--- config.mk ---
export PLATFORM = sky130hd
export DESIGN_NAME = ifetch_ctrl
export DESIGN_NICKNAME = d
export VERILOG_FILES = /design/src/rtl/ifetch_pkg.sv /design/src/rtl/ifetch_fifo.sv /design/src/rtl/ifetch_ctrl.sv
export SDC_FILE = /design/constraint.sdc
export NUM_CORES = 1
export LEC_CHECK = 0
export ABC_AREA = 1
export ABC_CLOCK_PERIOD_IN_PS = 6520
export CAP_MARGIN = 30
export CORE_MARGIN = 2
export CORE_UTILIZATION = 45
export CTS_CLUSTER_SIZE = 20
export DETAILED_ROUTE_END_ITERATION = 10
export GPL_ROUTABILITY_DRIVEN = 0
export PLACE_DENSITY = 0.73
export SYNTH_ARGS = -nofsm -noshare
export SYNTH_HDL_FRONTEND = slang
export SYNTH_HIERARCHICAL = 1
export SYNTH_SLANG_ARGS = --single-unit
--- constraint.sdc ---
create_clock -name clk -period 6.52 [get_ports clk]
set_input_delay 1.304 -clock clk [delete_from_list [all_inputs] [get_ports clk]]
set_output_delay 1.304 -clock clk [all_outputs]
set_load 0.01 [all_outputs]
--- src/rtl/ifetch_pkg.sv ---
// Shared widths, reset PC and the prefetch entry layout for the sisc fetch unit.
package ifetch_pkg;

    localparam int IF_ADDR_W = 16;
    localparam int IF_DATA_W = 32;
    localparam logic [IF_ADDR_W-1:0] IF_RESET_PC = 16'h0000;

    typedef struct packed {
        logic [IF_ADDR_W-1:0] pc;
        logic [IF_DATA_W-1:0] instr;
    } fetch_entry_t;

    // Saturating increment used by the optional performance counters.
    function automatic logic [31:0] sat_inc32(input logic [31:0] v);
        return (&v) ? v : v + 32'd1;
    endfunction

    function automatic logic [15:0] sat_inc16(input logic [15:0] v);
        return (&v) ? v : v + 16'd1;
    endfunction

endpackage

--- src/rtl/ifetch_fifo.sv ---
// Small synchronous prefetch FIFO holding {pc, instr} entries; flush empties it in one cycle.
module ifetch_fifo
    import ifetch_pkg::*;
#(
    parameter int DEPTH = 2,
    parameter type entry_t = fetch_entry_t,
    localparam int PW = $clog2(DEPTH),
    localparam int CW = PW + 1
) (
    input  logic          clk,
    input  logic          rst,
    input  logic          push_i,
    input  logic          pop_i,
    input  logic          flush_i,
    input  entry_t        data_i,
    output entry_t        head_o,
    output logic [CW-1:0] count_o
);

    entry_t        mem_q [DEPTH];
    logic [PW-1:0] rd_q, rd_d;
    logic [PW-1:0] wr_q, wr_d;
    logic [CW-1:0] cnt_q, cnt_d;

    always_comb begin
        rd_d  = rd_q;
        wr_d  = wr_q;
        cnt_d = cnt_q;
        if (flush_i) begin
            rd_d  = '0;
            wr_d  = '0;
            cnt_d = '0;
        end else begin
            if (push_i) wr_d = wr_q + PW'(1);
            if (pop_i)  rd_d = rd_q + PW'(1);
            case ({push_i, pop_i})
                2'b10:   cnt_d = cnt_q + CW'(1);
                2'b01:   cnt_d = cnt_q - CW'(1);
                default: cnt_d = cnt_q;
            endcase
        end
    end

    always_ff @(posedge clk) begin
        if (rst) begin
            rd_q  <= '0;
            wr_q  <= '0;
            cnt_q <= '0;
        end else begin
            rd_q  <= rd_d;
            wr_q  <= wr_d;
            cnt_q <= cnt_d;
        end
    end

    // Storage needs no reset: the head is only observed while count is non-zero.
    always_ff @(posedge clk) begin
        if (push_i && !flush_i) mem_q[wr_q] <= data_i;
    end

    assign head_o  = mem_q[rd_q];
    assign count_o = cnt_q;

endmodule

--- src/rtl/ifetch_ctrl.sv ---
// Instruction fetch sequencer: PC, IM addressing, prefetch buffer and decode handshake.
// Optional performance counters are built when IFETCH_PERF_EN is defined.
module ifetch_ctrl
    import ifetch_pkg::*;
#(
    parameter int ADDR_W = IF_ADDR_W,
    parameter int DATA_W = IF_DATA_W,
    parameter int DEPTH  = 2,
    parameter logic [ADDR_W-1:0] RESET_PC = IF_RESET_PC,
    localparam int CW = $clog2(DEPTH) + 1
) (
    input  logic              clk,
    input  logic              rst,
    input  logic              fetch_en,
    output logic [ADDR_W-1:0] im_addr,
    input  logic [DATA_W-1:0] im_data,
    output logic              instr_valid,
    input  logic              instr_ready,
    output logic [DATA_W-1:0] instr_data,
    output logic [ADDR_W-1:0] instr_pc,
    input  logic              redirect,
    input  logic [ADDR_W-1:0] redirect_pc,
    output logic [CW-1:0]     buf_count
`ifdef IFETCH_PERF_EN
    ,
    output logic [31:0]       perf_fetch_cnt,
    output logic [31:0]       perf_stall_cnt,
    output logic [15:0]       perf_flush_cnt
`endif
);

    logic [ADDR_W-1:0] pc_q, pc_d;
    logic              pop, push, full;
    fetch_entry_t      wr_entry, head;
    logic [CW-1:0]     count;

    assign full        = (count == CW'(DEPTH));
    assign instr_valid = (count != '0);
    assign pop         = instr_valid & instr_ready;
    // A full buffer still accepts a new entry when the head leaves in the same cycle.
    assign push        = fetch_en & ~redirect & (~full | pop);

    always_comb begin
        wr_entry       = '0;
        wr_entry.pc    = pc_q;
        wr_entry.instr = im_data;
    end

    always_comb begin
        pc_d = pc_q;
        if (redirect)  pc_d = redirect_pc;
        else if (push) pc_d = pc_q + ADDR_W'(1);
    end

    always_ff @(posedge clk) begin
        if (rst) pc_q <= RESET_PC;
        else     pc_q <= pc_d;
    end

    ifetch_fifo #(
        .DEPTH   (DEPTH),
        .entry_t (fetch_entry_t)
    ) u_fifo (
        .clk     (clk),
        .rst     (rst),
        .push_i  (push),
        .pop_i   (pop),
        .flush_i (redirect),
        .data_i  (wr_entry),
        .head_o  (head),
        .count_o (count)
    );

    assign im_addr    = pc_q;
    assign buf_count  = count;
    assign instr_data = instr_valid ? head.instr : '0;
    assign instr_pc   = instr_valid ? head.pc    : '0;

`ifdef IFETCH_PERF_EN
    logic [31:0] fetch_cnt_q, stall_cnt_q;
    logic [15:0] flush_cnt_q;

    always_ff @(posedge clk) begin
        if (rst) begin
            fetch_cnt_q <= '0;
            stall_cnt_q <= '0;
            flush_cnt_q <= '0;
        end else begin
            if (push)                              fetch_cnt_q <= sat_inc32(fetch_cnt_q);
            if (fetch_en && !push && !redirect)    stall_cnt_q <= sat_inc32(stall_cnt_q);
            if (redirect)                          flush_cnt_q <= sat_inc16(flush_cnt_q);
        end
    end

    assign perf_fetch_cnt = fetch_cnt_q;
    assign perf_stall_cnt = stall_cnt_q;
    assign perf_flush_cnt = flush_cnt_q;
`endif

endmodule

==> reports/metrics.yaml <==
worst_setup_path:
  worstRegToRegCells: 6
  critPathMaxFanout: 48
  ff2ff_setup_slack_ps: 4240
  cp_data_required_time_ps: 6550
  worstReg2RegStart: "u_fifo/count_o[0]"
  worstPathArrival_ps: 3900
  crit_path_class: "in2reg"
  crit-reg2reg-capture: "u_fifo/mem_q[0][34]"
  worstSetupStartpointType: "input pin"
  critical_path.endpoint_type: "flop"
cells_and_area:
  final_net_count: 658
  post_route_cells_drive_above_1_share_pct: 15.8
  antennaDiodeCount: 0
  area_growth_syn_to_layout_pct: 37.3
  finish.instance_area_sq_um: 7290
clocking:
  cts_setup_buffers: 0
  cts_tree: "built"
  clock_tree.htree_level_count: 4
  cts-resized-gates: 0
  path_clk_slew_ps: 50
  root_buffer: "clkbuf_16"
  worstSkewPairLatency_ps: 400
  cts_sinks: 117
  cts_stage_hold_buffer_count: 0
  clk_path_buf_depth: 2
  cts_made_buffers: 17
route:
  drtAntennaViolNets: 0
  drt-total-wl_mm: 10.7
  detailedRoute.firstPassIterationCount: 4
  detail_route.vias_per_cell: 4.86
  avgRoutedWirePerCell_um: 14.1
  1st_iter_drt_viols: 190
  drt_drc_violations_left: 0
  routed-via-count: 3681
worst_hold_path:
  min_path_cells: 2
  hold_path_startpoint: "u_fifo/wr_q"
  destination_of_the_worst_hold_path: "u_fifo/wr_q"
  timing.hold.worst.class: "reg2reg"
power_and_ir_drop:
  powerDensity_nw_per_um2: 275
  irDropWorstVdd_mv: 0.213
  leakagePower_nw: 2.88
  total_power_w: 0.00200
synthesis:
  yosys-mux-area-fraction_pct: 11.8
  synth_cell_types: 29
  synth.cell_area_sq_um: 5310
  synth_top_family_by_area: "simple AND/OR/NAND/NOR gates"
  yosys.area_share.adder_pct: 0.471
  synth_simple_gate_area_share_pct: 14.5
  part_of_the_yosys_area_used_for_sequential_elements_pct: 62.2
  synth_compound_gate_area_share_pct: 2.26
  synth_seq_cells: 117
  synth_warnings: 6
  syn-mean-instance-area_sq_um: 11.1
  synthesis.nets: 532
  yosys.area_share.xor_xnor_pct: 0.660
  cells_after_synthesis: 477
floorplan:
  die_width_um: 113
  die-area_sq_um: 12700
  dieHeight_um: 113
  placement_rows: 39
  core-area_sq_um: 11500
  ioPinCount: 120
  effective_utilization_at_floorplan_pct: 46.3
global_route:
  grt_start_max_net_pins: 49
  grt_antenna_before_repair: 0
  grt_pass1_wl_mm: 17.3
  global_route.usage.total_pct: 17.2
  first_global_vias: 3598
  grt-ovfl-total: 0
flow_run:
  max_cap_violations: 0
timing:
  layout_worst_path_cycle_share_pct: 59.4
  max-slew-margin-rel_pct: 43.9
  fmaxAchievable_mhz: 258
  layout_setup_ws_ps: 2650
  timing_hold_violations_final: 0
  rsz_0062_raised_after_global_routing: "false"
  report.final.setup_viol: 0
  worst-slew-pin-transition_ps: 839
  timing.final.max_slew_violations: 0
  fin_tns_setup_ps: 0
  finalCriticalPeriod_ps: 3870
  clock_skew_ps: 7.05
placement:
  dpl_worst_slack_ps: 2280
  place_hpwl_mm: 6.98
  placedInstanceArea_sq_um: 6640
  place.port_buffers: 119
outcome:
  status: "completed"
-- registers in the layout, indices dropped and copies added (netlist names), named ones only --
name            cells
u_fifo/rd_q         1
u_fifo/wr_q         1
u_fifo/count_o      2
u_fifo/mem_q       96
im_addr            16
-- critical path, cell delays in order --
cell and delay [ps]:
clkdlybuf4s50_1 850, inv_2 420, nand3_4 240, inv_2 230, inv_1 140, nor3_2 130, buf_4 550
-- per-layer routing --
metal	track usage [%]	up-vias	part of all wire, %
met1	22.7	1687	43
li1	-	1827	-
met4	5.28	0	1.3
met2	27.3	152	48
met3	5.67	15	7.7
met5	0	-	0
-- where the power goes --
part	switching (W)	internal, W
clock	0.000326	0.000680
sequential	0.0000185	0.000829
combinational	0.0000665	0.0000816
total	0.000411	0.00159
-- cell type report --
cell class,count,area [sq um]
repair buffers,123,1230
flip-flops and latches,117,3300
multi-input cells,257,1590
inverters,87,327
clock buffers,17,425
fillers,882,4180
clock inverters,14,225
well taps,143,179
-- cell usage after synthesis --
master	count	area (sq um)
buf_1	1	3.75
inv_1	84	315
mux2i_1	1	10.0
nor2_1	72	270
buf_2	4	20.0
xor2_1	1	8.76
ha_1	2	25.0
nor3_1	5	25.0
o21ai_0	5	25.0
a21boi_0	1	7.51
o21bai_1	1	7.51
nor2_2	3	18.8
edfxtp_1	96	2880
clkbuf_1	6	22.5
o21ai_1	2	10.0
nand4_1	4	25.0
nand3b_1	1	7.51
a21oi_1	14	70.1
nor2_4	1	11.3
mux2_4	20	300
nand3_2	2	20.0
inv_2	3	11.3
buf_6	5	56.3
nand3_1	30	150
mux2_2	28	315
nand3_4	1	17.5
nand2_1	60	225
dfxtp_1	21	420
xnor2_1	3	26.3
-- logic make-up (layout without fill, tap and decap cells) --
| kind of cell | after synthesis | after routing |
|---|---|---|
| flip-flops | 117 | 117 |
| buffers and inverters | 103 | 241 |
| XOR/XNOR | 4 | 4 |
| multiplexers | 49 | 49 |
| AO/OA/AOI/OAI | 23 | 23 |
| adder cells (fa/ha/maj) | 2 | 2 |
| AND/OR/NAND/NOR | 179 | 179 |
-- cells in the final DEF (no fill, tap or decap), types with 4 or more instances in the layout --
cell type        netlist  layout
mux2_4                20      20
nand4_1                4       4
bufinv_16              0       5
inv_1                 84      84
mux2_2                28      28
clkinv_4               0       6
nand3_1               30      30
o21ai_0                5       5
nor2_1                72      71
edfxtp_1              96      96
clkdlybuf4s50_1        0     119
dfxtp_1               21      20
clkbuf_16              0      17
a21oi_1               14      14
nand2_1               60      60
-- worst max path at each step --
stage / startpoint / endpoint / cells past startpoint
after detailed placement: redirect / u_fifo/mem_q[1][25] / 7
after global routing: redirect / u_fifo/mem_q[1][18] / 7
after global placement: redirect / u_fifo/mem_q[0][23] / 7
after floorplan: redirect / u_fifo/mem_q[1][0] / 7
final: redirect / u_fifo/mem_q[0][34] / 7
after CTS: redirect / u_fifo/mem_q[0][28] / 7
-- stage by stage --
step / utilization (%) / hold slack (ps) / cells
2_1_floorplan: - / 460 / 477
3_3_place_gp: 57.7 / 499 / 726
3_5_place_dp: 57.9 / 522 / 727
4_1_cts: 63.6 / 530 / 758
5_1_grt: 63.6 / 548 / 758
6_report: 63.6 / 537 / 758
Power figures use the tool's default switching activity.
